`config.mk`:
```
export PLATFORM = sky130hd
export DESIGN_NAME = prog_mem_fetch_flat
export DESIGN_NICKNAME = d
export VERILOG_FILES = /design/src/rtl/prog_mem_pkg.sv /design/src/rtl/prog_mem_fetch_if.sv /design/src/rtl/prog_mem_array.sv /design/src/rtl/prog_mem_fetch.sv /design/src/flat_wrapper.sv
export SDC_FILE = /design/constraint.sdc
export NUM_CORES = 1
export LEC_CHECK = 0
export ABC_AREA = 0
export CORE_MARGIN = 2
export CORE_UTILIZATION = 60
export DETAILED_ROUTE_END_ITERATION = 8
export PLACE_DENSITY = 0.8
export SYNTH_ARGS = -nofsm -noshare
export SYNTH_HDL_FRONTEND = slang
export SYNTH_HIERARCHICAL = 1
export SYNTH_SLANG_ARGS = --single-unit
```
`constraint.sdc`:
```
create_clock -name clk -period 2.5 [get_ports clk]
set_clock_uncertainty 0.15 [all_clocks]
set_input_delay 0.75 -clock clk [delete_from_list [all_inputs] [get_ports clk]]
set_output_delay 0.75 -clock clk [all_outputs]
set_load 0.03 [all_outputs]
```
`src/rtl/prog_mem_pkg.sv`:
```
// Shared definitions for the program memory / burst-fetch block.
//   fetch_state_t : burst engine states (IDLE, FETCH, DRAIN)
//   next_addr()   : pointer increment with wrap from depth-1 back to 0.
//                   An explicit compare is used so depths that are not a
//                   power of two wrap correctly.
package prog_mem_pkg;

  typedef enum logic [1:0] {
    IDLE  = 2'd0,
    FETCH = 2'd1,
    DRAIN = 2'd2
  } fetch_state_t;

  function automatic int unsigned next_addr(input int unsigned ptr,
                                            input int unsigned depth);
    return (ptr == depth - 1) ? 0 : ptr + 1;
  endfunction

endpackage

```
`src/rtl/prog_mem_fetch_if.sv`:
```
// Instruction stream from the fetch engine to the decode stage.
//   instr       : fetched word
//   instr_valid : instr holds a word not yet accepted
//   instr_ready : consumer accepts instr
// Handshake: a word transfers on a rising edge where instr_valid and
// instr_ready are both 1. While instr_valid=1 and instr_ready=0 the source
// keeps instr and instr_valid stable; instr_valid may drop only after a
// transfer or on an abort/reset.
interface prog_mem_fetch_if #(
  parameter int DATA_W = 8
);
  logic [DATA_W-1:0] instr;
  logic              instr_valid;
  logic              instr_ready;

  modport master (output instr, output instr_valid, input  instr_ready);
  modport slave  (input  instr, input  instr_valid, output instr_ready);
endinterface

```
`src/rtl/prog_mem_array.sv`:
```
// Program storage: DEPTH words of DATA_W bits.
//   clk, rstn              : clock, async active-low clear of every word
//   wr_enable/addr/data    : host write port (out-of-range address ignored)
//   host_addr / host_data  : combinational read port for the host
//   fetch_addr / fetch_data: combinational read port for the fetch engine
// Both read ports are write-first: a same-cycle write to the read address
// is forwarded. Out-of-range read addresses return 0.
module prog_mem_array #(
  parameter int DATA_W = 8,
  parameter int DEPTH  = 16,
  parameter int ADDR_W = $clog2(DEPTH)
) (
  input  logic              clk,
  input  logic              rstn,
  input  logic              wr_enable,
  input  logic [ADDR_W-1:0] wr_addr,
  input  logic [DATA_W-1:0] wr_data,
  input  logic [ADDR_W-1:0] host_addr,
  output logic [DATA_W-1:0] host_data,
  input  logic [ADDR_W-1:0] fetch_addr,
  output logic [DATA_W-1:0] fetch_data
);

  logic [DATA_W-1:0] r_mem [DEPTH];
  logic              w_wr_ok;

  assign w_wr_ok = wr_enable && (32'(wr_addr) < DEPTH);

  always_ff @(posedge clk or negedge rstn) begin
    if (!rstn) begin
      for (int i = 0; i < DEPTH; i++) r_mem[i] <= '0;
    end else if (w_wr_ok) begin
      r_mem[wr_addr] <= wr_data;
    end
  end

  always_comb begin
    host_data = '0;
    if (32'(host_addr) < DEPTH) begin
      if (w_wr_ok && (wr_addr == host_addr)) host_data = wr_data;
      else                                   host_data = r_mem[host_addr];
    end
  end

  always_comb begin
    fetch_data = '0;
    if (32'(fetch_addr) < DEPTH) begin
      if (w_wr_ok && (wr_addr == fetch_addr)) fetch_data = wr_data;
      else                                    fetch_data = r_mem[fetch_addr];
    end
  end

endmodule

```
`src/rtl/prog_mem_fetch.sv`:
```
// Program memory with host load/read port and autonomous burst fetch.
//   clk, rstn                    : clock, async active-low reset
//   wr_enable, wr_addr, acc_data : host write
//   rd_enable, rd_addr           : host read request (ignored while busy)
//   rd_data, rd_valid            : registered read data + one-cycle pulse
//   fetch_start/base/len         : start a burst (sampled in IDLE only)
//   fetch_abort                  : cancel a running burst, no fetch_done
//   fetch_if (master)            : instr / instr_valid / instr_ready stream
//   fetch_busy                   : engine not IDLE
//   fetch_done                   : one-cycle pulse after normal completion
//   dbg_state                    : current engine state
module prog_mem_fetch
  import prog_mem_pkg::*;
#(
  parameter int DATA_W = 8,
  parameter int DEPTH  = 16,
  parameter int ADDR_W = $clog2(DEPTH),
  parameter int LEN_W  = ADDR_W + 1
) (
  input  logic               clk,
  input  logic               rstn,
  input  logic               wr_enable,
  input  logic [ADDR_W-1:0]  wr_addr,
  input  logic [DATA_W-1:0]  acc_data,
  input  logic               rd_enable,
  input  logic [ADDR_W-1:0]  rd_addr,
  output logic [DATA_W-1:0]  rd_data,
  output logic               rd_valid,
  input  logic               fetch_start,
  input  logic               fetch_abort,
  input  logic [ADDR_W-1:0]  fetch_base,
  input  logic [LEN_W-1:0]   fetch_len,
  prog_mem_fetch_if.master   fetch_if,
  output logic               fetch_busy,
  output logic               fetch_done,
  output fetch_state_t       dbg_state
);

  fetch_state_t      r_state, w_state_nxt;
  logic [ADDR_W-1:0] r_ptr;
  logic [LEN_W-1:0]  r_count;
  logic [DATA_W-1:0] r_instr;
  logic              r_instr_valid;
  logic [DATA_W-1:0] r_rd_data;
  logic              r_rd_valid;
  logic              r_done;

  logic [DATA_W-1:0] w_host_data;
  logic [DATA_W-1:0] w_fetch_data;
  logic              w_host_rd;
  logic              w_slot_free;
  logic              w_load;
  logic              w_zero_done;
  logic              w_advance;
  logic              w_drain_done;
  logic              w_abort;

  prog_mem_array #(
    .DATA_W (DATA_W),
    .DEPTH  (DEPTH),
    .ADDR_W (ADDR_W)
  ) u_array (
    .clk        (clk),
    .rstn       (rstn),
    .wr_enable  (wr_enable),
    .wr_addr    (wr_addr),
    .wr_data    (acc_data),
    .host_addr  (rd_addr),
    .host_data  (w_host_data),
    .fetch_addr (r_ptr),
    .fetch_data (w_fetch_data)
  );

  // Host reads share nothing with the engine, but are blocked while busy so
  // the host never observes memory mid-burst.
  assign w_host_rd = rd_enable && (r_state == IDLE);

  always_ff @(posedge clk or negedge rstn) begin
    if (!rstn) r_state <= IDLE;
    else       r_state <= w_state_nxt;
  end

  always_comb begin
    w_state_nxt  = r_state;
    w_slot_free  = !r_instr_valid || fetch_if.instr_ready;
    w_load       = 1'b0;
    w_zero_done  = 1'b0;
    w_advance    = 1'b0;
    w_drain_done = 1'b0;
    w_abort      = 1'b0;
    case (r_state)
      IDLE: begin
        if (fetch_start) begin
          if (fetch_len != '0) begin
            w_load      = 1'b1;
            w_state_nxt = FETCH;
          end else begin
            w_zero_done = 1'b1;
          end
        end
      end
      FETCH: begin
        // Abort wins over any handshake in the same cycle.
        if (fetch_abort) begin
          w_abort     = 1'b1;
          w_state_nxt = IDLE;
        end else if (w_slot_free) begin
          w_advance = 1'b1;
          if (r_count == LEN_W'(1)) w_state_nxt = DRAIN;
        end
      end
      DRAIN: begin
        if (fetch_abort) begin
          w_abort     = 1'b1;
          w_state_nxt = IDLE;
        end else if (fetch_if.instr_ready) begin
          w_drain_done = 1'b1;
          w_state_nxt  = IDLE;
        end
      end
      default: w_state_nxt = IDLE;
    endcase
  end

  always_ff @(posedge clk or negedge rstn) begin
    if (!rstn) begin
      r_ptr         <= '0;
      r_count       <= '0;
      r_instr       <= '0;
      r_instr_valid <= 1'b0;
      r_rd_data     <= '0;
      r_rd_valid    <= 1'b0;
      r_done        <= 1'b0;
    end else begin
      r_done     <= w_zero_done || w_drain_done;
      r_rd_valid <= w_host_rd;
      if (w_host_rd) r_rd_data <= w_host_data;
      if (w_load) begin
        r_ptr   <= fetch_base;
        r_count <= fetch_len;
      end
      if (w_advance) begin
        r_instr       <= w_fetch_data;
        r_instr_valid <= 1'b1;
        r_count       <= r_count - LEN_W'(1);
        r_ptr         <= ADDR_W'(next_addr(32'(r_ptr), DEPTH));
      end
      if (w_abort || w_drain_done) r_instr_valid <= 1'b0;
    end
  end

  assign rd_data              = r_rd_data;
  assign rd_valid             = r_rd_valid;
  assign fetch_if.instr       = r_instr;
  assign fetch_if.instr_valid = r_instr_valid;
  assign fetch_busy           = (r_state != IDLE);
  assign fetch_done           = r_done;
  assign dbg_state            = r_state;

endmodule

```
`src/flat_wrapper.sv`:
```
// flat-port wrapper written by rule: the top's interface ports become plain ports
module prog_mem_fetch_flat import prog_mem_pkg::*;
#(
  parameter int DATA_W = 8,
  parameter int DEPTH  = 16,
  parameter int ADDR_W = $clog2(DEPTH),
  parameter int LEN_W  = ADDR_W + 1
)
  (clk, rstn, wr_enable, wr_addr, acc_data, rd_enable, rd_addr, rd_data, rd_valid, fetch_start, fetch_abort, fetch_base, fetch_len, fetch_busy, fetch_done, dbg_state, fetch_if_instr, fetch_if_instr_valid, fetch_if_instr_ready);
  prog_mem_fetch_if #(.DATA_W(DATA_W)) fetch_if_i ();
  input  logic clk;
  input  logic rstn;
  input  logic wr_enable;
  input  logic [ADDR_W-1:0] wr_addr;
  input  logic [DATA_W-1:0] acc_data;
  input  logic rd_enable;
  input  logic [ADDR_W-1:0] rd_addr;
  output logic [DATA_W-1:0] rd_data;
  output logic rd_valid;
  input  logic fetch_start;
  input  logic fetch_abort;
  input  logic [ADDR_W-1:0] fetch_base;
  input  logic [LEN_W-1:0] fetch_len;
  output logic fetch_busy;
  output logic fetch_done;
  output fetch_state_t dbg_state;
  output wire logic [$bits(fetch_if_i.instr)-1:0] fetch_if_instr;
  output wire logic [$bits(fetch_if_i.instr_valid)-1:0] fetch_if_instr_valid;
  input wire logic [$bits(fetch_if_i.instr_ready)-1:0] fetch_if_instr_ready;
  assign fetch_if_instr = fetch_if_i.instr;
  assign fetch_if_instr_valid = fetch_if_i.instr_valid;
  assign fetch_if_i.instr_ready = fetch_if_instr_ready;
  prog_mem_fetch #(.DATA_W(DATA_W), .DEPTH(DEPTH), .ADDR_W(ADDR_W), .LEN_W(LEN_W)) u_core (.clk(clk), .rstn(rstn), .wr_enable(wr_enable), .wr_addr(wr_addr), .acc_data(acc_data), .rd_enable(rd_enable), .rd_addr(rd_addr), .rd_data(rd_data), .rd_valid(rd_valid), .fetch_start(fetch_start), .fetch_abort(fetch_abort), .fetch_base(fetch_base), .fetch_len(fetch_len), .fetch_if(fetch_if_i), .fetch_busy(fetch_busy), .fetch_done(fetch_done), .dbg_state(dbg_state));
endmodule
```
== Word-level counts from Yosys, hierarchy flattened ==
Cells that the tools add are included.
Cells by class
  $lt $le $gt $ge: 4
  bitwise logic cells: 3
  add/subtract/negate cells: 2
  reductions and logical operators: 15
  mux-type cells: 40
  equality and inequality tests: 11
Operators with widths (count)
  bitwise mux 128 bit: 1
  binary-select mux 8 bit (select 4 bit): 2
  2-to-1 mux 8 bit: 7
  demux 8 bit (select 4 bit): 1
  2-to-1 mux 1 bit: 16
  greater-or-equal comparator 5 bit, second input constant: 3
  NOT 4 -> 5 bit: 3
  2-to-1 mux 2 bit: 7
  2-to-1 mux 4 bit: 3
  2-to-1 mux 5 bit: 2
  equality test 4 bit: 2
  inequality test 3 x 2 -> 1 bit, second input constant: 2
  case mux 2 bit (3 select lines): 1
  nonzero test 2 bit: 3
  equality test 5 x 1 -> 1 bit, second input constant: 1
  < comparator 5 x 1 -> 1 bit, second input constant: 1
  AND reduction 5 bit: 1
  nonzero test 5 bit: 1
  subtractor 5 x 1 -> 5 bit, second input constant: 1
  adder 4 x 1 -> 4 bit, second input constant: 1
  equality test 4 bit, second input constant: 1
  logical AND 1 bit: 4
  inequality test 2 bit, second input constant: 2
  logical OR 1 bit: 3
  6 further kinds: 6
Storage, ports and cells
  register bits: 158
  output and inout port bits: 22
  bits of input ports: 32
  word-level logic and storage cells: 99

== Longest topological paths before layout ==
  depth after elaboration: 7
  mapped depth: 7
  gate-level depth less buffers: 6

== Cells and area by module ==
The synthesis kept the hierarchy.
By module, submodules not included
  prog_mem_array: area an instance 7478.4 um2, instances 1, cells each 459, seq. area each 3203.1 um2
  prog_mem_fetch: area an instance 1488.9 um2, instances 1, cells each 124, seq. area each 750.7 um2

== Least setup slack after synthesis ==
No wires, ideal clock.
  path type: input -> register
  start: in rd_addr[0]
  end: reg u_core.r_rd_data[6], in the netlist u_core/rd_data[6]
  stages: 7
  slack: -0.012 ns
  setup time: 0.125 ns
  buffers on the path: 2
  data required time: 2.225 ns
  arrival time: 2.237 ns
  cells stage by stage: buf_6 > buf_6 > mux4_1 > mux2i_1 > mux2i_1 > mux2_2 > mux2_2
On the way
  cells in the longest elaborated chain, start to end: 5
  elaborated cells between the ends (all ways): 7
  classes of those cells: 1 x eq/ne; 4 x mux; 1 x bitwise; 1 x reduce/logical
RTL lines
  start, declared: RTL line flat_wrapper.sv:17  | input logic [ADDR_W-1:0] rd_addr;
  NOT 4 -> 5 bit (not written as such): RTL line prog_mem_array.sv:41  | else host_data = r_mem[host_addr];
  binary-select mux 8 bit (select 4 bit): RTL line prog_mem_array.sv:41
  2-to-1 mux 8 bit (not written as such) (2 in a row): RTL line prog_mem_array.sv:41
  2-to-1 mux 8 bit *: RTL line prog_mem_array.sv:40  | if (w_wr_ok && (wr_addr == host_addr)) host_data = wr_data;
  named net u_core.w_host_data[6]: RTL line prog_mem_fetch.sv:48  | logic [DATA_W-1:0] w_host_data;
  end signal, assigned: RTL line prog_mem_fetch.sv:137  | if (w_host_rd) r_rd_data <= w_host_data;
  end, declared: RTL line prog_mem_fetch.sv:44  | logic [DATA_W-1:0] r_rd_data;
The timed path passes the listed nets; every way through them passes the cells marked *. The select of a mux whose other input is x is not followed.
A chain may end at the register's enable or synchronous reset.

== Worst setup path in the final report ==
  start: reg u_core.r_ptr[0]
  end: reg u_core.r_instr[7], in the netlist u_core/fetch_if.instr[7]
On the way
  cells in the longest elaborated chain, start to end: 5
  elaborated cells between the ends (all ways): 7
  classes of those cells: 1 x eq/ne; 4 x mux; 1 x bitwise; 1 x reduce/logical
RTL lines
  start, declared: RTL line prog_mem_fetch.sv:40  | logic [ADDR_W-1:0] r_ptr;
  start signal, assigned: RTL line prog_mem_fetch.sv:139  | r_ptr <= fetch_base;
  start signal, assigned: RTL line prog_mem_fetch.sv:146  | r_ptr <= ADDR_W'(next_addr(32'(r_ptr), DEPTH));
  NOT 4 -> 5 bit (not written as such): RTL line prog_mem_array.sv:49  | else fetch_data = r_mem[fetch_addr];
  binary-select mux 8 bit (select 4 bit): RTL line prog_mem_array.sv:49
  2-to-1 mux 8 bit (not written as such) (2 in a row): RTL line prog_mem_array.sv:49
  2-to-1 mux 8 bit *: RTL line prog_mem_array.sv:48  | if (w_wr_ok && (wr_addr == fetch_addr)) fetch_data = wr_data;
  named net u_core.w_fetch_data[7]: RTL line prog_mem_fetch.sv:49  | logic [DATA_W-1:0] w_fetch_data;
  end signal, assigned: RTL line prog_mem_fetch.sv:143  | r_instr <= w_fetch_data;
  end, declared: RTL line prog_mem_fetch.sv:42  | logic [DATA_W-1:0] r_instr;
Marked as above.

==> impl_metrics.json <==
{
  "status": "finished, final reports clean",
  "critPathSlowestCell": "mux4_1",
  "drtPass1Iterations": 5,
  "numCtsBuffers": 17,
  "synth_compound_area_share_pct": 2.316,
  "place_area_mm2": 0.01018,
  "start_util_pct": 61.47,
  "worst_path_dominant_cell_family": "multiplexers",
  "netlist.area_leader.share_pct": 44.09,
  "netlist_area_mm2": 0.008967,
  "dp_hpwl_mm": 15.21,
  "grt_max_degree": 56,
  "ys_seq_area_share_pct": 44.09,
  "slowest_delay_ps": 590,
  "rsz0062_at_grt": "true",
  "syn_area_per_cell_um2": 15.38,
  "io_pins": 54,
  "cp_max_fo": 13,
  "cts.clk_slew.worst_paths_ps": 60,
  "synth_nets": 622,
  "die_height_um": 126.3,
  "report.power.total_uw": 11110,
  "start_kind": "flop",
  "grt_pass1_wl_mm": 35.85,
  "relSlewSlack_pct": 65.30,
  "vias": 5894,
  "drt_iter0_markers": 427,
  "io_buffers": 53,
  "synth.most_common_cell": "mux2_2",
  "ys_seq_elements": 158,
  "grt_pass1_vias": 6308,
  "synth-edff-count": 0,
  "post-route-util_pct": 74.86,
  "antenna_found_initial": 0,
  "worst_slew_pin_slew_ps": 518.9,
  "wl_per_cell_um": 25.68,
  "drive_above_1_share_pct": 46.61,
  "fp.dieW_um": 126.3,
  "core_area_mm2": 0.01459,
  "netlist_instances": 583,
  "clock_path_buffers": 2,
  "die-area_mm2": 0.01594,
  "hold_path.class": "input port to asynchronous set/reset pin",
  "finalHoldViolCount": 0,
  "required_ps": 2670,
  "grt_overflow_total": 0,
  "maxCapViolCount": 0,
  "min_period_ps": 2461,
  "peakVddDrop_v": 0.0006265,
  "diodes": 0,
  "synth_xor_area_share_pct": 0.9767,
  "synthAdderAreaFrac_pct": 0.9767,
  "synthFlopType": "dfrtp_1",
  "yosys.area.top_type": "dfrtp_1",
  "synth.area.mux_share_pct": 44.45,
  "cts_hold_buf": 0,
  "end_kind": "flop",
  "arrival_ps": 2630,
  "cts_tree": "yes",
  "synth.distinct_cells": 47,
  "synthTopCellsByArea": "dfrtp_1 (44%), mux2_2 (20%), mux4_1 (15%)",
  "antenna_left": 0,
  "synth_top_family_by_area": "multiplexers",
  "crit_top_cell": "mux2_2",
  "cts-htree-levels": 4,
  "power_leakage_uw": 0.004806,
  "cts-root-buf": "clkbuf_16",
  "maxSlewViolCount": 0,
  "synthSimpleGateAreaFrac_pct": 4.200,
  "totalWireLength_mm": 22.91,
  "p_per_area_mw_per_mm2": 1017,
  "ys.warnings.count": 6,
  "finalSetupTns_ps": 0,
  "async_reset_ff_share_pct": 100.0,
  "crit_buf_inv": 1,
  "nets": 735,
  "crit_type": "flop to flop",
  "synthToLayoutAreaGrowth_pct": 21.79,
  "clk_latency_ps": 430,
  "grt.total_usage_pct": 30.01,
  "place.gp.congestion": 0.9025,
  "drc_errors": 0,
  "cp_cell_sequence": "buf_12, mux4_1, mux2i_2, mux2i_1, mux2_2, mux2_2",
  "synth_commonest_cells": "mux2_2 (159), dfrtp_1 (158), mux4_1 (52), mux2i_1 (51), clkbuf_1 (16)",
  "routed_via_density": 6.608,
  "setup_viol": 0,
  "postLayoutCellArea_mm2": 0.01092,
  "max_freq_mhz": 406.3,
  "rows": 44,
  "final.period_utilization_pct": 98.45,
  "cts.sinks": 158
}
-- area by class of cell --
type,instances,area (µm²)
well taps,184,230.2
flip-flops and latches,158,3955
clock buffers,21,470.5
inverters,6,22.52
multi-input cells,378,4720
clock inverters,10,161.4
fillers,865,3667
repair buffers,135,1363
-- metrics by stage --
step                cells  hold slack (ps)  setup WS, ps
global placement      855            323.4        -526.9
floorplan             583            304.4        -6.400
finish                892            77.68         38.75
detailed placement    855            337.8        -607.2
CTS                   888            82.43         17.02
global route          892            95.37        -8.334
-- registers in the layout, summed over array words and instances (netlist names) --
signal                       count
u_core/fetch_done                1
u_core/u_array/r_mem           128
u_core/dbg_state                 2
u_core/r_ptr                     4
u_core/fetch_if.instr            8
u_core/rd_data                   8
u_core/rd_valid                  1
u_core/fetch_if.instr_valid      1
u_core/r_count                   5
-- cell usage in the layout (no fill, tap or decap), types with 4 or more instances in the layout --
cell type,instances
mux2_2,159
dfrtp_1,157
buf_4,65
mux2i_1,47
clkdlybuf4s50_1,46
mux4_1,39
mux4_2,25
clkbuf_16,17
buf_12,14
nand2_1,12
nor3_2,7
xor2_1,7
nand3_1,6
ha_1,6
nor2_2,6
a21oi_1,5
bufinv_16,4
inv_1,4
nor2_1,4
o21ai_1,4
nand2b_1,4
mux2i_2,4
-- where the power goes --
part           internal (µW)  switching [µW]
Combinational           2470            2020
Sequential              3270             579
Clock                   1740            1030
-- what timing repair did --
item                                    4_1_cts  5_1_grt
pin swaps                                     0        1
cloned                                        1        0
resized for setup                             6       12
setup buffers                                 1        4
endpoints found under the setup margin       12        9
endpoints found under the hold margin         0        0
-- routing by layer --
layer	wire length (µm)	up-vias	GRT usage (%)	part of all wire [%]
li1	-	2497	-	-
met1	9382	3121	38.70	41
met2	11630	232	50.60	51
met3	1294	44	6.117	5.6
met4	599	0	11.38	2.6
met5	0	-	0	0
-- final timing paths --
path | start | to | slack [ps] | cells past startpoint
min in group clk | u_core/fetch_if.instr[5] | u_core/fetch_if.instr[5] | 340 | 1
max | u_core/r_ptr[0] | u_core/fetch_if.instr[7] | 40 | 6
min | rstn | u_core/fetch_if.instr[5] | 80 | 1
max reg2reg | u_core/r_ptr[0] | u_core/fetch_if.instr[7] | 40 | 6
max in group asynchronous | rstn | u_core/u_array/r_mem[120] | 1490 | 2
min reg2reg | u_core/fetch_if.instr[5] | u_core/fetch_if.instr[5] | 340 | 1
-- cell families (layout without fill, tap and decap cells) --
family,Yosys count,count (layout)
simple gates,54,54
mux,278,278
buf+inv,47,172
fa+ha+maj,7,7
flops,158,158
compound gates,29,29
xor+xnor,10,10
Power figures use the tool's default switching activity.
